[config.mk]
export PLATFORM = sky130hd
export DESIGN_NAME = pc_sequencer
export DESIGN_NICKNAME = d
export VERILOG_FILES = /design/src/rtl/pc_sequencer.sv
export SDC_FILE = /design/constraint.sdc
export NUM_CORES = 1
export LEC_CHECK = 0
export BUFFER_PORTS_ARGS = -buffer_cell sky130_fd_sc_hd__buf_2
export CAP_MARGIN = 25
export CORE_MARGIN = 2
export CORE_UTILIZATION = 50
export CTS_BUF_LIST = sky130_fd_sc_hd__clkbuf_2 sky130_fd_sc_hd__clkbuf_4 sky130_fd_sc_hd__clkbuf_8
export DETAILED_ROUTE_END_ITERATION = 8
export PLACE_DENSITY = 0.82
export SKIP_LAST_GASP = 1
export SLEW_MARGIN = 40
export SYNTH_ARGS = -nofsm -noshare
export SYNTH_HDL_FRONTEND = slang
export SYNTH_SLANG_ARGS = --single-unit
[constraint.sdc]
create_clock -name clk -period 2 [get_ports clk]
set_input_delay 0 -clock clk [delete_from_list [all_inputs] [get_ports clk]]
set_output_delay 0 -clock clk [all_outputs]
set_load 0.005 [all_outputs]
[src/rtl/pc_sequencer.sv]
// Program counter and next-PC sequencer: BOOT/RUN/HALT control, OS/user mode tracking,
// syscall entry / OS return, stall hold and a retired-instruction counter.
module pc_sequencer #(
    parameter int ADDR_W    = 12,
    parameter int OS_ENTRY  = 0,
    parameter int USER_BASE = 512,
    parameter int RET_W     = 16
) (
    input  logic              clk,
    input  logic              rst_n,
    input  logic [ADDR_W-1:0] target,
    input  logic              redirect,
    input  logic              stall,
    input  logic              halt_req,
    input  logic              resume,
    input  logic              syscall,
    input  logic              os_return,
    output logic [ADDR_W-1:0] pc,
    output logic              pc_valid,
    output logic              os_mode,
    output logic [ADDR_W-1:0] saved_user_pc,
    output logic [RET_W-1:0]  retired
);

    localparam logic [ADDR_W-1:0] OS_PC   = ADDR_W'(OS_ENTRY);
    localparam logic [ADDR_W-1:0] USER_PC = ADDR_W'(USER_BASE);

    typedef enum logic [1:0] {BOOT, RUN, HALT} state_t;

    state_t            state, state_nxt;
    logic [ADDR_W-1:0] pc_nxt, sup_nxt;
    logic              os_nxt;
    logic [RET_W-1:0]  ret_nxt;

    always_ff @(posedge clk or negedge rst_n) begin
        if (!rst_n) begin
            state         <= BOOT;
            pc            <= OS_PC;
            pc_valid      <= 1'b0;
            os_mode       <= 1'b1;
            saved_user_pc <= USER_PC;
            retired       <= '0;
        end else begin
            state         <= state_nxt;
            pc            <= pc_nxt;
            pc_valid      <= (state_nxt == RUN);
            os_mode       <= os_nxt;
            saved_user_pc <= sup_nxt;
            retired       <= ret_nxt;
        end
    end

    always_comb begin
        state_nxt = state;
        case (state)
            BOOT:    state_nxt = RUN;
            RUN:     if (!stall && halt_req) state_nxt = HALT;
            HALT:    if (resume) state_nxt = RUN;
            default: state_nxt = BOOT;
        endcase
    end

    // Datapath next values; mode-switch requests that don't match the current mode
    // drop through to redirect / sequential fetch.
    always_comb begin
        pc_nxt  = pc;
        os_nxt  = os_mode;
        sup_nxt = saved_user_pc;
        ret_nxt = retired;
        case (state)
            BOOT: pc_nxt = OS_PC;
            RUN: begin
                if (!stall && !halt_req) begin
                    ret_nxt = retired + 1'b1;
                    if (syscall && !os_mode) begin
                        sup_nxt = pc + 1'b1;
                        pc_nxt  = OS_PC;
                        os_nxt  = 1'b1;
                    end else if (os_return && os_mode) begin
                        pc_nxt = saved_user_pc;
                        os_nxt = 1'b0;
                    end else if (redirect) begin
                        pc_nxt = target;
                    end else begin
                        pc_nxt = pc + 1'b1;
                    end
                end
            end
            HALT: if (resume) pc_nxt = pc + 1'b1;
            default: ;
        endcase
    end

endmodule

Word-level counts from Yosys, hierarchy flattened:

Cells that the tools add are included.

* bits in registers: 44
* input port bits: 20
* output and inout bits: 42
* word-level logic and storage cells: 38

* add/subtract/negate cells: 2
* eq/ne operators: 5
* mux-type cells: 11
* reductions and logical operators: 14

Operators by type and width (count)
* 2-to-1 mux 12 bit: 5
* case mux 12 bit (3 select lines): 1
* adder 16 x 1 -> 16 bit, second input constant: 1
* adder 12 x 1 -> 12 bit, second input constant: 1
* AND reduction 3 bit: 3
* case mux 2 bit (3 select lines): 1
* == test 2 x 1 -> 1 bit, second input constant: 2
* logical AND 1 bit: 4
* 2-to-1 mux 2 bit: 2
* != test 2 bit, second input constant: 2
* zero test 1 bit: 3
* nonzero test 3 bit: 1
* == test 2 bit, second input constant: 1
* zero test 2 bit: 1
* 2-to-1 mux 1 bit: 2
* AND reduction 2 bit: 1
* nonzero test 2 bit: 1

Depth between registers and ports, before layout:

Gate-level depths: netlist (run 1).

* depth in word-level cells: 6
* depth in mapped cells: 9
* gate-level depth less buffers: 7

Worst setup path after synthesis (run 1):

Ideal clock, no wire load.

* path type: reg2reg
* from: register state[1]
* to: register retired[15]
* setup time: 0.123 ns
* arrival time: 1.763 ns
* required time: 1.877 ns
* path slack: 0.114 ns
* stages on the path, launching flop included: 9
* path buffers: 1
* clock period less this slack: 1.886 ns
* path through: dfrtp_1 inv_1 ha_1 buf_4 nor3b_4 and4_1 and4_4 nand4_1 xnor2_1

* cells in the longest elaborated chain, start to end: 2

Ends and longest elaborated chain
* start, declared: line 30 `state_t state, state_nxt;`
* start signal, assigned: line 44 `state <= state_nxt;`
* == test 2 x 1 -> 1 bit: line 70 `case (state)`
* AND reduction 2 bit (no line)
* end signal, assigned: line 49 `retired <= ret_nxt;`
* end, declared: line 22 `output logic [RET_W-1:0] retired`

No other way between the ends.
A chain may end at the register's enable or synchronous reset.

Final worst setup path (run 1):

* from: register state[0]
* to: register pc[3]

* cells in the longest elaborated chain, start to end: 3
* elaborated cells between the ends (all ways): 8
* those cells by class: eq/ne (4); mux (1); reduce/logical (3)

Ends and longest elaborated chain
* == test 2 x 1 -> 1 bit, or another cell as far along: line 70
* != test 2 bit (no line) / nonzero test 3 bit (equally long branches)
* AND reduction 3 bit (no line)
* end signal, assigned: line 45 `pc <= pc_nxt;`
* end, declared: line 18 `output logic [ADDR_W-1:0] pc,`

Several ways; a longest one is shown, not always the timed one.

==> flow_summary.yaml, run 1 <==
yosys:
  synth_enable_flop_cells: 0
  yosys-top-cells-area: "dfrtp_1 42%, xnor2_1 4.5%, a21oi_1 4.2%"
  synth_top_area_frac: 0.4187
  synth-seq-cells: 44
  synth_cells: 273
  ys_seq_area_frac: 0.4397
  synth_most_common_cell: "dfrtp_1"
  synth.distinct_cells: 50
  ys_async_sr_fraction: 1.000
  yosys.area.top_type: "dfrtp_1"
  yosys_warnings: 0
  ys_top_cells_by_count: "42 x dfrtp_1, 27 x nand2_1, 21 x a21oi_1"
  synthesis.nets: 299
  ys.flop_type: "dfrtp_1"
  avgSynthCellArea_um2: 9.194
  syn-cell-area_um2: 2510
sta:
  fin_skew_ps: 8.522
  finalSetupViolCount: 0
  rsz0062_at_grt: "yes"
  slew_violations: 0
  fin_crit_sh: 0.9387
  hold_ws_ps: 3.234
  tns_ps: 0
  hold_viol: 0
  maxSlewHeadroom: 0.5536
  tightestPinTransition_ps: 669.5
  fin_crit_ps: 1877
  fmax_ghz: 0.5327
route:
  drt_iter0_drc: 129
  drt.antenna.violating_nets: 0
  vias_per_cell: 5.642
  drt_pass1_iterations: 4
  wl_um: 6635
  via_count: 2381
  wl_per_cell_um: 15.72
  route.detailed.drc: 0
die:
  die_height_um: 74.85
  die_x_um: 74.85
  coreArea_um2: 4786
  start_util: 0.5244
  fp-row-count: 25
  io-pin-count: 62
  die_area_um2: 5603
global_route:
  grt_max_degree: 31
  grt_pass1_vias: 2281
  grt_first_pass_wirelength_um: 10820
  grt_remaining_overflow: 0
  track_usage: 0.2542
  antenna_found_initial: 0
cts:
  cts-htree-levels: 2
  path_clk_slew_ps: 90
  clock_path_buffers: 2
  cts_inserted_buffers: 5
  cts_root_buf: "clkbuf_8"
  clock_sinks: 44
  tritoncts: "yes"
  clk_latency_ps: 300
setup_path:
  criticalPathCategory: "register to register"
  crit_path_max_fanout: 5
  cp.arrival_ps: 2120
  slowest_stage: "dfrtp_2"
  worstPathRequired_ps: 2240
  max_stage_delay_ps: 430
  cp_cell_sequence: "inv_1 -> ha_1 -> nand2b_1 -> nand3_2 -> or3_1 -> a211oi_1 -> a211o_1"
  critPathCaptureType: "register"
  start_kind: "register"
cells_and_area:
  diodes: 0
  final_util: 0.6625
  syn_to_final_growth_pct: 26.32
  nets: 380
  final_cell_area_um2: 3171
  drive_above_1_share: 0.3211
  fillCellCount: 411
placement:
  place_area_um2: 2980
  dp_hpwl_um: 4835
  port_buffers: 61
  gp_congestion: 0.8534
job:
  max-cap-violations: 0
power_and_ir_drop:
  leakage_nw: 1.558
  powerDensity_nw_per_um2: 1298
  peakVddDrop_uv: 763.9
  power_mw: 4.115
hold_path:
  hp-class: "input pin to register"
outcome:
  status: "complete, no violations"
[worst max-delay path: cells and delay by family, from the launching register on]
kind / cells / cell delay, ps
and+or+nand+nor: 3 / 700
DFF: 1 / 430
AOI/OAI and AO/OA: 2 / 400
adders and majority gates: 1 / 220
buffers and inverters: 1 / 90
[worst paths after layout]
| path | start | end | slack, ps | depth (start not counted) |
|---|---|---|---|---|
| setup / recovery | state[0] | pc[3] | 120 | 7 |
| min in group asynchronous | rst_n | retired[5] | 270 | 2 |
| hold / removal | os_return | os_mode | 3 | 3 |
| max in group asynchronous | rst_n | os_mode | 1040 | 3 |
| hold reg to reg | retired[15] | retired[15] | 470 | 1 |
| setup reg to reg | state[0] | pc[3] | 120 | 7 |
[cells in the final DEF (no fill, tap or decap), types with 7 or more instances in the layout]
cell / instances
nor2_1: 20
and3_1: 7
nand2_1: 27
nand3_1: 10
buf_2: 61
buf_4: 21
xor2_1: 10
dfrtp_1: 41
xnor2_1: 13
a21oi_1: 21
inv_1: 10
o21ai_0: 18
[repair_timing]
| action | 4_1_cts | 5_1_grt |
|---|---|---|
| buffers inserted | 0 | 4 |
| cloned | 0 | 1 |
| pin swaps | 0 | 1 |
| hold endpoints to repair | 28 | 0 |
| hold buffers | 1 | 0 |
| resized for setup | 1 | 8 |
| setup endpoints to repair | 1 | 23 |
[metal layers]
layer  part of all wire  GRT usage
met5                  0          0
met3              0.055    0.03614
met1               0.43     0.3411
met4              0.012    0.06944
met2               0.50     0.4318
[flip-flops by register name, summed over array words and instances (netlist names)]
signal,count
os_mode,1
pc,12
pc_valid,1
retired,16
saved_user_pc,12
state,2
[kinds of logic after synthesis]
kind of cell | after synthesis | share of synthesized area
simple gates | 101 | 0.2079
compound gates | 72 | 0.1819
flops | 44 | 0.4397
xor+xnor | 23 | 0.08026
buf+inv | 21 | 0.03490
mux | 6 | 0.02542
fa+ha+maj | 6 | 0.02991
[where the power goes]
group | switching (mW) | total (mW) | internal (mW)
sequential | 0.338 | 1.52 | 1.18
combinational | 1.01 | 1.89 | 0.877
clock | 0.328 | 0.704 | 0.376
total | 1.68 | 4.12 | 2.44
[cell type report]
class,instances,area (µm²),share of cell area
Inverter,11,41.29,0.01302
Multi-Input combinational cell,209,1353,0.4266
Tap cell,67,83.83,0.02644
Timing Repair Buffer,83,473.0,0.1492
Sequential cell,44,1105,0.3485
Clock inverter,3,46.29,0.01460
Clock buffer,5,68.82,0.02170
[stage by stage]
stage	instances	setup slack (ps)
2_1_floorplan	273	114.3
3_3_place_gp	408	130.5
3_5_place_dp	408	27.03
4_1_cts	417	5.215
5_1_grt	422	-2.612
6_report	422	122.7
No activity file was read; power rests on OpenSTA's default activity.
==> run 2, diff against run 1 <==
clock period = 1.65 ns   (was 2 ns; I/O delays follow)
==> run 2 against run 1 <==
- the flow now finishes with violations (negative setup slack)
- non-clock buffer count up 32
- worst setup slack worse by 230 ps
- power up 41%
- cell area up 16%
- die area unchanged
- clock-buffer cell count unchanged
- critical endpoint is now pc[4]
==> flow_summary.yaml, run 2 (synthesized netlist as in run 1, its figures left out) <==
global_route:
  grt_max_degree: 45
  track_usage: 0.2520
  grt_remaining_overflow: 0
  antenna_found_initial: 0
  grt_first_pass_wirelength_um: 10810
  grt_pass1_vias: 2338
cts:
  tritoncts: "yes"
  clk_latency_ps: 300
  cts_root_buf: "clkbuf_8"
  cts-htree-levels: 2
  path_clk_slew_ps: 90
  clock_sinks: 44
  cts_inserted_buffers: 5
  clock_path_buffers: 2
die:
  die_x_um: 74.85
  die_area_um2: 5603
  fp-row-count: 25
  start_util: 0.5244
  io-pin-count: 62
  coreArea_um2: 4786
  die_height_um: 74.85
placement:
  dp.cells: 435
  place_area_um2: 3221
  dp_hpwl_um: 4821
  port_buffers: 61
  gp_congestion: 0.8641
setup_path:
  crit_path_max_fanout: 6
  worstPathRequired_ps: 1900
  rr_worst_depth: 6
  cp.arrival_ps: 2010
  crit_family: "simple AND/OR/NAND/NOR gates"
  regToRegSetupSlack_ps: -110
  criticalPathCategory: "register to register"
  start_kind: "register"
  r2r-start: "state[0]"
  max_stage_delay_ps: 460
  slowest_stage: "dfrtp_2"
  r2r-end: "pc[4]"
  critPathBufInv: 0
  critPathCaptureType: "register"
  cp_cell_sequence: "ha_4 -> o21ai_1 -> nand3_4 -> or3_1 -> a211oi_2 -> a211o_2"
outcome:
  violations: "negative setup slack"
  status: "finished, violations left"
sta:
  fmax_ghz: 0.5681
  finalSetupViolCount: 25
  slew_violations: 0
  hold_viol: 0
  tns_ps: -1167
  fin_skew_ps: 12.99
  fin_crit_ps: 1760
  rsz0062_at_grt: "yes"
  hold_ws_ps: 43.17
  tightestPinTransition_ps: 562.5
  worst_slack_ps: -110.2
  fin_crit_sh: 1.067
  maxSlewHeadroom: 0.6250
power_and_ir_drop:
  switching_share: 0.4096
  power_mw: 5.797
  internal-power_mw: 3.422
  peakVddDrop_uv: 1306
  leakage_nw: 1.778
  seqPwrFrac: 0.312
  powerDensity_nw_per_um2: 1575
  power_switching_mw: 2.374
  power_frac_comb: 0.543
  clkPwrFrac: 0.145
hold_path:
  hp-class: "input pin to register"
  holdPathStages: 3
  min_to: "state[1]"
  holdCritStartpoint: "halt_req"
route:
  highest_layer: "met4"
  route.detailed.drc: 0
  wl_um: 7647
  drt_pass1_iterations: 5
  wl_met2_um: 3720
  vias_per_cell: 5.940
  via_count: 2691
  drt.antenna.violating_nets: 0
  wl_per_cell_um: 16.88
  drt-met1-wl_um: 3134
  drt_iter0_drc: 258
  wl_met3_um: 608
cells_and_area:
  largest_reg_flops: 16
  drive_above_1_share: 0.4819
  final_cell_area_um2: 3680
  reg_top3: "retired (16), pc (12), saved_user_pc (12)"
  nets: 411
  regMostFlops: "retired"
  syn_to_final_growth_pct: 46.61
  layout_common_cells: "61 x buf_2, 44 x buf_4, 41 x dfrtp_1"
  final_common_cell: "buf_2"
  diodes: 0
  finish.cell_count_without_fillers: 453
job:
  max-cap-violations: 0
[run 2: changes by cell type in the layout (fill, tap and decap cells not counted), sizes merged]
cell,before,now
buf,82,112
inv,12,10
clkbuf,5,6
clkinv,0,1
nand3,12,11
dlygate4sd3,1,2
clkinvlp,1,2
[run 2: timing repair]
item,CTS,global route
pin swaps,9,7
endpoints found under the setup margin,28,37
endpoints found under the hold margin,43,0
hold buffers,2,0
cloned,0,1
setup buffers,5,4
gates resized for setup,21,46
[run 2: worst reg2reg max path, stage by stage (launching register included)]
cell,delay [ps]
dfrtp_2,460
ha_4,180
o21ai_1,160
nand3_4,150
or3_1,420
a211oi_2,200
a211o_2,130
[run 2: per-layer routing]
metal  track usage  up-vias
li1              -     1201
met1        0.3422     1296
met2        0.4094      170
met3       0.04418       24
met4       0.08532        0
met5             0        -
[run 2: area by class of cell]
| type | count | area, µm² |
|---|---|---|
| Inverter | 11 | 45.04 |
| Multi-Input combinational cell | 208 | 1563 |
| Clock inverter | 3 | 42.54 |
| Tap cell | 67 | 83.83 |
| Clock buffer | 5 | 68.82 |
| Timing Repair Buffer | 115 | 772.0 |
| Fill cell | 292 | 1106 |
| Sequential cell | 44 | 1105 |
[run 2: stage by stage]
stage          setup slack (ps)    util
4_1_cts                  -74.62  0.7239
6_report                 -110.2  0.7689
3_5_place_dp             -187.4  0.6729
2_1_floorplan            -226.3       -
3_3_place_gp             -63.48  0.6729
5_1_grt                  -203.8  0.7689
[run 2: power groups by stage]
stage | logic [mW] | registers (mW) | clock network (mW)
4_1_cts | 2.74 | 1.75 | 0.854
2_1_floorplan | 1.29 | 1.82 | 0
6_report | 3.15 | 1.81 | 0.841
3_3_place_gp | 2.44 | 1.74 | 0
3_5_place_dp | 2.50 | 1.75 | 0
5_1_grt | 3.38 | 1.87 | 0.889
[run 2: how the worst max path moves through the flow]
stage	from	endpoint	slack, ps	cells after the start
floorplan	state[1]	retired[15]	-230	8
global placement	state[1]	retired[15]	-60	7
detailed placement	state[1]	retired[8]	-190	7
CTS	state[1]	retired[15]	-70	7
global route	state[1]	pc[7]	-200	9
finish	state[0]	pc[4]	-110	6
==> run 3, diff against run 2 <==
SKIP_CTS_REPAIR_TIMING = 1   (was not set)
==> run 3 against run 2 <==
- first-iteration DRC count increased by 12%
- wire length increased by 3.8%
- cell area increased by 0.71%
- via count increased by 2.0%
- sequential cell count unchanged
- hold slack got worse by 17 ps
- clock skew increased by 2.1 ps
- die area unchanged
- the run still ends with negative setup slack left
- utilization increased by 0.55 points
- cell count decreased by 0.22%
- register-to-register slack got worse by 80 ps
- clock-buffer cell count unchanged
==> flow_summary.yaml, run 3 (synthesized netlist as in run 1, its figures left out) <==
hold_path:
  hp-class: "input pin to register"
sta:
  maxSlewHeadroom: 0.6244
  slew_violations: 0
  fin_crit_ps: 1845
  tightestPinTransition_ps: 563.4
  fin_skew_ps: 15.14
  fmax_ghz: 0.5421
  fin_crit_sh: 1.118
  hold_ws_ps: 26.57
  rsz0062_at_grt: "yes"
  finalSetupViolCount: 33
  worst_slack_ps: -194.6
  hold_viol: 0
cells_and_area:
  syn_to_final_growth_pct: 47.66
  largest_reg_flops: 16
  register_area_um2: 1106
  regMostFlops: "retired"
  reg_top3: "retired (16), pc (12), saved_user_pc (12)"
  nets: 410
  multi_input_area_um2: 1603
  final_common_cell: "buf_2"
  layout_common_cells: "61 x buf_2, 44 x buf_4, 40 x dfrtp_1"
  drive_above_1_share: 0.5039
  diodes: 0
  fillCellCount: 290
die:
  die_area_um2: 5603
  fp-row-count: 25
  die_x_um: 74.85
  coreArea_um2: 4786
  io-pin-count: 62
  start_util: 0.5244
  die_height_um: 74.85
cts:
  tritoncts: "yes"
  cts_inserted_buffers: 5
  path_clk_slew_ps: 100
  cts-htree-levels: 2
  clock_path_buffers: 2
  clk_latency_ps: 310
  clock_sinks: 44
  cts_root_buf: "clkbuf_8"
route:
  drt_iter0_drc: 288
  drt-met1-wl_um: 3253
  route.detailed.drc: 0
  wl_per_cell_um: 17.57
  vias_per_cell: 6.071
  wl_um: 7941
  via_count: 2744
  wl_met2_um: 3876
  drt_pass1_iterations: 7
  wl_met3_um: 572
  highest_layer: "met4"
  drt.antenna.violating_nets: 0
setup_path:
  critPathCaptureType: "register"
  start_kind: "register"
  worstPathRequired_ps: 1850
  criticalPathCategory: "register to register"
  crit_path_max_fanout: 5
  cp.arrival_ps: 2040
placement:
  port_buffers: 61
  gp_congestion: 0.8641
  dp_hpwl_um: 4821
power_and_ir_drop:
  power_mw: 5.896
  internal-power_mw: 3.434
  power_frac_comb: 0.542
  clkPwrFrac: 0.148
  seqPwrFrac: 0.310
  leakage_nw: 1.765
  powerDensity_nw_per_um2: 1591
  switching_share: 0.4175
  peakVddDrop_uv: 931.3
  power_switching_mw: 2.462
job:
  max-cap-violations: 0
global_route:
  grt_remaining_overflow: 0
  grt_max_degree: 45
  track_usage: 0.2357
  grt_first_pass_wirelength_um: 10070
  antenna_found_initial: 0
  grt_pass1_vias: 2225
outcome:
  violations: "negative setup slack"
  status: "finished, violations left"
==> run 3: changes by cell type in the layout (fill, tap and decap cells not counted), moves of 2 or more <==
cell	previous run	this run
or3_1	3	1
or3_4	1	3
o21ai_2	0	2
o21ai_1	3	1
==> run 3: final cells by class <==
type / instances / share of cell area
multi-input cells: 208 / 0.4325
flip-flops and latches: 44 / 0.2984
repair buffers: 114 / 0.2053
well taps: 67 / 0.02262
clock buffers: 5 / 0.01857
clock inverters: 3 / 0.01148
inverters: 11 / 0.01114
==> run 3: stage by stage <==
step	cells	TNS [ps]	instance area, µm²	setup WS [ps]	utilization
6_report	452	-2774	3706	-194.6	0.7744
5_1_grt	452	-6180	3706	-372.8	0.7744
4_1_cts	443	-2563	3332	-211.3	0.6962
3_5_place_dp	435	-1844	3221	-187.4	0.6729
3_3_place_gp	435	-388.8	3221	-63.48	0.6729
2_1_floorplan	273	-2505	2555	-226.3	-
==> run 3: final timing paths <==
| path | start | end | slack, ps | depth (start not counted) |
|---|---|---|---|---|
| min | halt_req | state[1] | 30 | 3 |
| min in group asynchronous | rst_n | retired[2] | 290 | 3 |
| max reg2reg | state[1] | retired[15] | -190 | 7 |
| max in group asynchronous | rst_n | state[1] | 960 | 3 |
| min reg2reg | retired[15] | retired[15] | 480 | 1 |
| max | state[1] | retired[15] | -190 | 7 |
==> run 3: layer usage <==
layer,GRT usage,up-vias
met4,0.09524,0
met1,0.3165,1325
met3,0.04552,36
li1,-,1204
met5,0,-
met2,0.3762,179
==> run 3: power groups by stage <==
| stage | clock network, mW | registers, mW | logic (mW) |
|---|---|---|---|
| floorplan | 0 | 1.82 | 1.29 |
| CTS | 0.854 | 1.73 | 2.52 |
| global placement | 0 | 1.74 | 2.44 |
| global route | 0.905 | 1.87 | 3.43 |
| finish | 0.870 | 1.83 | 3.20 |
| detailed placement | 0 | 1.75 | 2.50 |
==> run 3: worst max-delay path, cell delays in order (launching register included) <==
cell	delay, ps
dfrtp_2	450
inv_2	90
ha_4	140
nor3b_4	240
and4_4	290
and4_4	270
nand4_1	110
xnor2_1	150
